## config.mk

```make
export PLATFORM = sky130hd
export DESIGN_NAME = fetch_stage
export DESIGN_NICKNAME = d
export VERILOG_FILES = /design/src/rtl/fetch_stage.sv
export SDC_FILE = /design/constraint.sdc
export NUM_CORES = 1
export LEC_CHECK = 0
export CORE_AREA = 2 2 155 157
export CTS_BUF_LIST = sky130_fd_sc_hd__clkbuf_16
export DETAILED_ROUTE_END_ITERATION = 16
export DIE_AREA = 0 0 157 159
export PLACE_DENSITY = 0.62
export SYNTH_ARGS = -nofsm -noshare
export SYNTH_HDL_FRONTEND = slang
export SYNTH_SLANG_ARGS = --single-unit
```

## constraint.sdc

```tcl
create_clock -name clk -period 2.1 [get_ports clk]
set_input_delay 0.21 -clock clk [delete_from_list [all_inputs] [get_ports clk]]
set_output_delay 0.21 -clock clk [all_outputs]
set_load 0.05 [all_outputs]
```

## src/rtl/fetch_stage.sv

```systemverilog
// fetch_stage: RV32 fetch; owns the PC, keeps one imem read in flight and holds its output under FETCH_stall.
// Latency is one cycle from imem_rvalid to FETCH_valid, and a one-entry skid catches a blocked response. `define FETCH_PERF_EN adds perf counters.
module fetch_stage #(
    parameter int              XLEN     = 32,
    parameter logic [XLEN-1:0] RESET_PC = '0
) (
    input  logic            clk,
    input  logic            rst_n,
    input  logic            FETCH_stall,
    input  logic            flush,
    input  logic [XLEN-1:0] redirect_pc,
    output logic            imem_req,
    output logic [XLEN-1:0] imem_addr,
    input  logic            imem_rvalid,
    input  logic [XLEN-1:0] imem_rdata,
    output logic            FETCH_valid,
    output logic [XLEN-1:0] FETCH_pc,
    output logic [XLEN-1:0] FETCH_instr,
    output logic [4:0]      FETCH_rs1,
    output logic [4:0]      FETCH_rs2
`ifdef FETCH_PERF_EN
    ,
    output logic [31:0]     perf_fetched,
    output logic [31:0]     perf_dropped
`endif
);

    typedef enum logic [1:0] {S_REQ, S_WAIT, S_DROP} state_t;

    state_t          r_state, w_state_nxt;
    logic [XLEN-1:0] r_pc, w_pc_nxt;
    logic            r_out_vld;
    logic [XLEN-1:0] r_out_pc, r_out_instr;
    logic            r_skid_vld;
    logic [XLEN-1:0] r_skid_pc, r_skid_instr;

    logic            w_free;
    logic            w_accept;
    logic            w_skid_vld_nxt;
    logic [XLEN-1:0] w_redirect;
    logic [XLEN-1:0] w_pc_inc;

    assign w_free     = !r_out_vld || !FETCH_stall;
    assign w_redirect = redirect_pc & ~XLEN'(3);
    assign w_pc_inc   = r_pc + XLEN'(4);
    assign w_accept   = (r_state == S_WAIT) && imem_rvalid && !flush;

    // A full skid drains into a free slot, so it refills only from a same-cycle response.
    assign w_skid_vld_nxt = !flush && (r_skid_vld ? (!w_free || w_accept)
                                                  : (w_accept && !w_free));

    always_comb begin
        w_state_nxt = r_state;
        w_pc_nxt    = r_pc;
        imem_req    = 1'b0;
        imem_addr   = '0;
        unique case (r_state)
            S_REQ: begin
                if (flush) begin
                    w_pc_nxt = w_redirect;
                end else if (!r_skid_vld) begin
                    imem_req    = 1'b1;
                    imem_addr   = r_pc;
                    w_state_nxt = S_WAIT;
                end
            end
            S_WAIT: begin
                if (flush) begin
                    w_pc_nxt    = w_redirect;
                    w_state_nxt = imem_rvalid ? S_REQ : S_DROP;
                end else if (imem_rvalid) begin
                    w_pc_nxt = w_pc_inc;
                    if (!w_skid_vld_nxt) begin
                        imem_req  = 1'b1;
                        imem_addr = w_pc_inc;
                    end else begin
                        w_state_nxt = S_REQ;
                    end
                end
            end
            S_DROP: begin
                if (flush) begin
                    w_pc_nxt = w_redirect;
                end
                if (imem_rvalid) begin
                    w_state_nxt = S_REQ;
                end
            end
            default: w_state_nxt = S_REQ;
        endcase
        if (!rst_n) begin
            imem_req  = 1'b0;
            imem_addr = '0;
        end
    end

    always_ff @(posedge clk or negedge rst_n) begin
        if (!rst_n) begin
            r_state <= S_REQ;
            r_pc    <= RESET_PC;
        end else begin
            r_state <= w_state_nxt;
            r_pc    <= w_pc_nxt;
        end
    end

    always_ff @(posedge clk or negedge rst_n) begin
        if (!rst_n) begin
            r_out_vld    <= 1'b0;
            r_out_pc     <= '0;
            r_out_instr  <= '0;
            r_skid_vld   <= 1'b0;
            r_skid_pc    <= '0;
            r_skid_instr <= '0;
        end else if (flush) begin
            r_out_vld  <= 1'b0;
            r_skid_vld <= 1'b0;
        end else begin
            if (w_free) begin
                if (r_skid_vld) begin
                    r_out_vld   <= 1'b1;
                    r_out_pc    <= r_skid_pc;
                    r_out_instr <= r_skid_instr;
                end else if (w_accept) begin
                    r_out_vld   <= 1'b1;
                    r_out_pc    <= r_pc;
                    r_out_instr <= imem_rdata;
                end else begin
                    r_out_vld <= 1'b0;
                end
            end
            if (w_accept && (r_skid_vld || !w_free)) begin
                r_skid_pc    <= r_pc;
                r_skid_instr <= imem_rdata;
            end
            r_skid_vld <= w_skid_vld_nxt;
        end
    end

    assign FETCH_valid = r_out_vld;
    assign FETCH_pc    = r_out_pc;
    assign FETCH_instr = r_out_instr;
    assign FETCH_rs1   = r_out_vld ? r_out_instr[19:15] : 5'd0;
    assign FETCH_rs2   = r_out_vld ? r_out_instr[24:20] : 5'd0;

`ifdef FETCH_PERF_EN
    logic [31:0] r_perf_fetched, r_perf_dropped;
    logic        w_drop;

    assign w_drop = imem_rvalid && (((r_state == S_WAIT) && flush) || (r_state == S_DROP));

    always_ff @(posedge clk or negedge rst_n) begin
        if (!rst_n) begin
            r_perf_fetched <= '0;
            r_perf_dropped <= '0;
        end else begin
            if (w_accept) r_perf_fetched <= r_perf_fetched + 32'd1;
            if (w_drop)   r_perf_dropped <= r_perf_dropped + 32'd1;
        end
    end

    assign perf_fetched = r_perf_fetched;
    assign perf_dropped = r_perf_dropped;
`endif

endmodule

```

---- Yosys cells after proc, flatten, opt, wreduce, memory -nomap -nowiden ----
Cells that the tools add are included.
cells by class
  $add $sub $neg .......................... 1
  equality and inequality tests ........... 8
  muxes and demuxes ....................... 38
  bitwise gates (word level) .............. 1
  reduce and logical (&&, ||, !) cells .... 21
operators by type and width
  cell                     count
  $mux W32                 13
  $pmux W32 S2             2
  $add A32 B3 Y32 const B  1
  $mux W2                  7
  $mux W1                  12
  $mux W5                  2
  $ne A2 B2 Y1 const B     3
  $ne A3 B3 Y1 const B     2
  $pmux W2 S3              1
  $reduce_and A3 Y1        2
  $reduce_bool A2 Y1       3
  $logic_and A1 B1 Y1      5
  $reduce_and A5 Y1        1
  $logic_not A1 Y1         4
  $logic_or A1 B1 Y1       3
  $eq A2 B1 Y1 const B     1
  $eq A2 B2 Y1 const B     1
  $logic_not A2 Y1         1
  $ne A2 B1 Y1 const B     1
  $pmux W1 S2              1
  $reduce_and A2 Y1        1
  $reduce_or A2 Y1         1
  $not A1 Y1               1
storage, ports and cells
  bits in registers ....................... 164

---- Longest topological paths before layout ----
  depth after elaboration ................. 11
  mapped depth ............................ 9
  mapped depth without buffers ............ 6

---- Least setup slack after synthesis ----
OpenSTA, ideal clock, no wires.
  path type ............................... register -> output
  start point ............................. register r_pc[2]
  end point ............................... output port imem_addr[14]
  data arrival time ....................... 2.921 ns
  slack ................................... -1.031 ns
  stages on the path, launching flop included .. 9
  buffers on the path ..................... 3
  cells stage by stage .................... dfrtp_1 -> ha_1 -> and4_1 -> clkbuf_1 -> and4_1 -> clkbuf_1 -> buf_2 -> nand2_1 -> o31ai_1
on the way
  word-level cells in the longest chain between the ends .. 6
RTL lines
  what                    RTL line  source
  start, declared         31        logic [XLEN-1:0] r_pc, w_pc_nxt;
  start signal, assigned  103       r_pc <= w_pc_nxt;
  $add A32 B3 Y32         45        assign w_pc_inc = r_pc + XLEN'(4);
  $mux W32                73        if (!w_skid_vld_nxt) begin
  $mux W32                71        end else if (imem_rvalid) begin
  $mux W32                68        if (flush) begin
  $pmux W32 S2            57        unique case (r_state)
  $mux W32                91        if (!rst_n) begin
  end, declared           13        output logic [XLEN-1:0] imem_addr,
Every way passes these cells.

---- Final worst setup path ----
  start point ............................. register r_pc[12]
  end point ............................... output port imem_addr[27]
Same word-level chain as after synthesis.

==> impl_metrics.csv <==
group,metric,value,unit
routing,routed_wl,24500,um
global_routing,gr-total-overflow,0,
synthesis,synth.avg_cell_area,9.80,um2
pwr,power-per-cell-area,890,nW/um2
global_routing,grt_max_degree,159,
worst_setup_path,r2r_cells,12,
floorplan,coreArea,23200,um2
global_routing,grt_pass1_vias,7044,
worst_setup_path,reg2reg_from,"r_pc[2]",
synthesis,synth_cells,815,
global_routing,grt_pass1_wl,38100,um
worst_setup_path,worstSetupEndpointType,"output pin",
clock_network,htree_levels,4,
timing,fin_crit_sh,1.31,
worst_setup_path,endpoint,"imem_addr[27]",
timing,tns,-10.87,ns
pwr,fin_total_pwr,11.7,mW
clock_network,clock-sinks,158,
routing,viasPerCell,5.15,
timing,tightestPinTransition,0.919,ns
floorplan,die-area,25000,um2
synthesis,synth_edf_count,0,
clock_network,root_buffer,"clkbuf_16",
timing,slew_headroom,0.387,
status,outcome,"finished, violations left",
synthesis,ys_types,45,
floorplan,fp-row-count,56,
clock_network,path_clk_slew,0.07,ns
placement,io_buffers,170,
finish,fin_nets,1136,
worst_setup_path,critPathKind,"register to output pin",
finish,final_cell_mix,"155 x dfrtp_1, 127 x clkdlybuf4s50_1, 103 x nand2_1",
synthesis,syn-cell-area,7990,um2
routing,antenna_left,0,
worst_setup_path,crit_start,"r_pc[12]",
synthesis,synth_warnings,0,
finish,n_antenna_cell,0,
clock_network,cts_tree,"done",
global_routing,grtUsageTotal,0.194,
floorplan,io_pins,177,
placement,gp_congestion,0.828,
floorplan,chipWidth,157,um
clock_network,clockBufferDepth,2,
timing,clock_skew,0.0159,ns
timing,rsz0062_at_grt,"yes",
worst_setup_path,crit_fanout,3,
timing,slew_violations,0,
timing,holdWs,-0.0618,ns
synthesis,async_flop_share,1.00,
pwr,vdd_drop_max,0.000441,V
timing,setup_slack,-0.650,ns
finish,drive_above_1_share,0.361,
pwr,switching_share,0.380,
finish,layout_commonest_cell,"dfrtp_1",
pwr,power_frac_seq,0.335,
timing,hold_viol_final,46,
pwr,p_leak,5.43,nW
clock_network,clock_latency,0.43,ns
floorplan,fp.dieH,159,um
routing,wire_per_inst,17.5,um
status,violations,"hold timing, setup timing",
worst_setup_path,cp.arrival,2.54,ns
timing,finalSetupViolations,31,
worst_setup_path,start_kind,"register",
run,drv_cap,0,
timing,max_freq,364,MHz
pwr,p_int,7.23,mW
placement,hpwl,15500,um
routing,first_pass_iters,4,
global_routing,antenna_found_initial,0,
routing,drt_iter0_drc,371,
worst_hold_path,hold_class,"input port to asynchronous set/reset pin",
pwr,clkPwrFrac,0.287,
worst_setup_path,required,1.89,ns
synthesis,synth_top_flop_cell,"dfrtp_1",
finish,area_growth,64.2,%
worst_setup_path,reg2reg_to,"r_pc[22]",
routing,drc,0,
worst_setup_path,reg2reg_slack,-0.02,ns
synthesis,synth_seq_area_share,0.495,
synthesis,synth_seq_cells,158,
pwr,p_comb_frac,0.378,
routing,vias,7204,
clock_network,cts_buffers,17,
floorplan,start_util,0.344,
pwr,p_switching,4.44,mW
timing,fin_crit,2.75,ns
cell type report:
class,count,area [um2]
clock buffers,17,425
clock inverters,15,196
fillers,1940,10100
inverters,12,45.0
multi-input cells,570,4700
flip-flops and latches,158,3960
well taps,319,399
repair buffers,307,3380
synthesized netlist by cell type (all sizes together) (4+ instances only):
master	instances	area [um2]
a41oi	5	43.8
a2bb2oi	20	175
buf	18	97.6
dfrtp	158	3950
mux2	62	698
inv	12	45.0
nand4	10	68.8
a311oi	4	35.0
nand2	114	430
or3	11	68.8
mux2i	62	621
o22ai	22	138
clkbuf	60	226
and4	5	43.8
o21ai	83	415
and2	13	81.3
and3	4	25.0
a31oi	11	68.8
nor2	25	93.8
a21oi	64	320
nand3	19	100
nor3	7	35.0
worst min path at each step:
stage,start,end,slack (ns),cells after the start
after global routing,rst_n,FETCH_instr[22],0.06,2
final,rst_n,FETCH_pc[2],-0.06,2
after floorplan,rst_n,FETCH_instr[0],-0.09,0
after CTS,rst_n,FETCH_instr[22],0.02,2
after detailed placement,FETCH_instr[26],FETCH_instr[26],0.47,2
after global placement,FETCH_instr[0],FETCH_instr[0],0.46,2
sequential cells by signal, indices dropped and copies added (netlist names):
name / cells
r_pc: 30
r_skid_pc: 30
r_skid_instr: 32
FETCH_instr: 32
FETCH_pc: 30
r_skid_vld: 1
FETCH_valid: 1
r_state: 2
worst max-delay path, cell delays in order (launching register included):
cell     delay (ns)
dfrtp_1        0.37
nand2_1        0.11
or4_4          0.59
or4_4          0.46
or3_4          0.35
o21ai_4        0.08
buf_12         0.15
cell families after synthesis:
family / after synthesis / share of synthesized area
and+or+nand+nor: 222 / 0.132
buffers and inverters: 90 / 0.0462
AOI/OAI and AO/OA: 219 / 0.159
muxes: 124 / 0.165
DFF: 158 / 0.495
other: 1 / 0.000470
adders and majority gates: 1 / 0.00157
through the flow:
stage	instances	hold WS, ns	util	setup WS [ns]	instance area, um2
after global placement	1329	0.461	0.493	-0.144	11400
after detailed placement	1329	0.470	0.493	-0.174	11400
after global routing	1398	0.0614	0.565	-0.701	13100
final	1398	-0.0618	0.565	-0.650	13100
after CTS	1390	0.0203	0.548	-0.634	12700
after floorplan	818	-0.0856	-	-0.154	8450
power by group through the flow:
stage               Clock (mW)  Sequential [mW]  Combinational, mW
global placement             0             3.94               4.09
global route              3.57             3.98               4.66
finish                    3.35             3.91               4.41
CTS                       3.43             3.91               4.27
detailed placement           0             3.97               4.13
floorplan                    0             5.10               1.31
repair_timing:
item	4_1_cts	5_1_grt
cloned	1	0
endpoints found under the hold margin	0	0
hold buffers	0	0
pin swaps	41	39
gates resized for setup	90	70
setup buffers	30	23
endpoints found under the setup margin	39	43
layer usage:
metal	track usage	part of all wire	wire (um)	vias up
li1	-	-	-	3438
met1	0.274	0.46	11400	3502
met2	0.299	0.46	11400	230
met3	0.0321	0.050	1230	34
met4	0.0680	0.021	521	0
met5	0	0	0	-
Note: power is estimated with default switching activity, not from simulation.
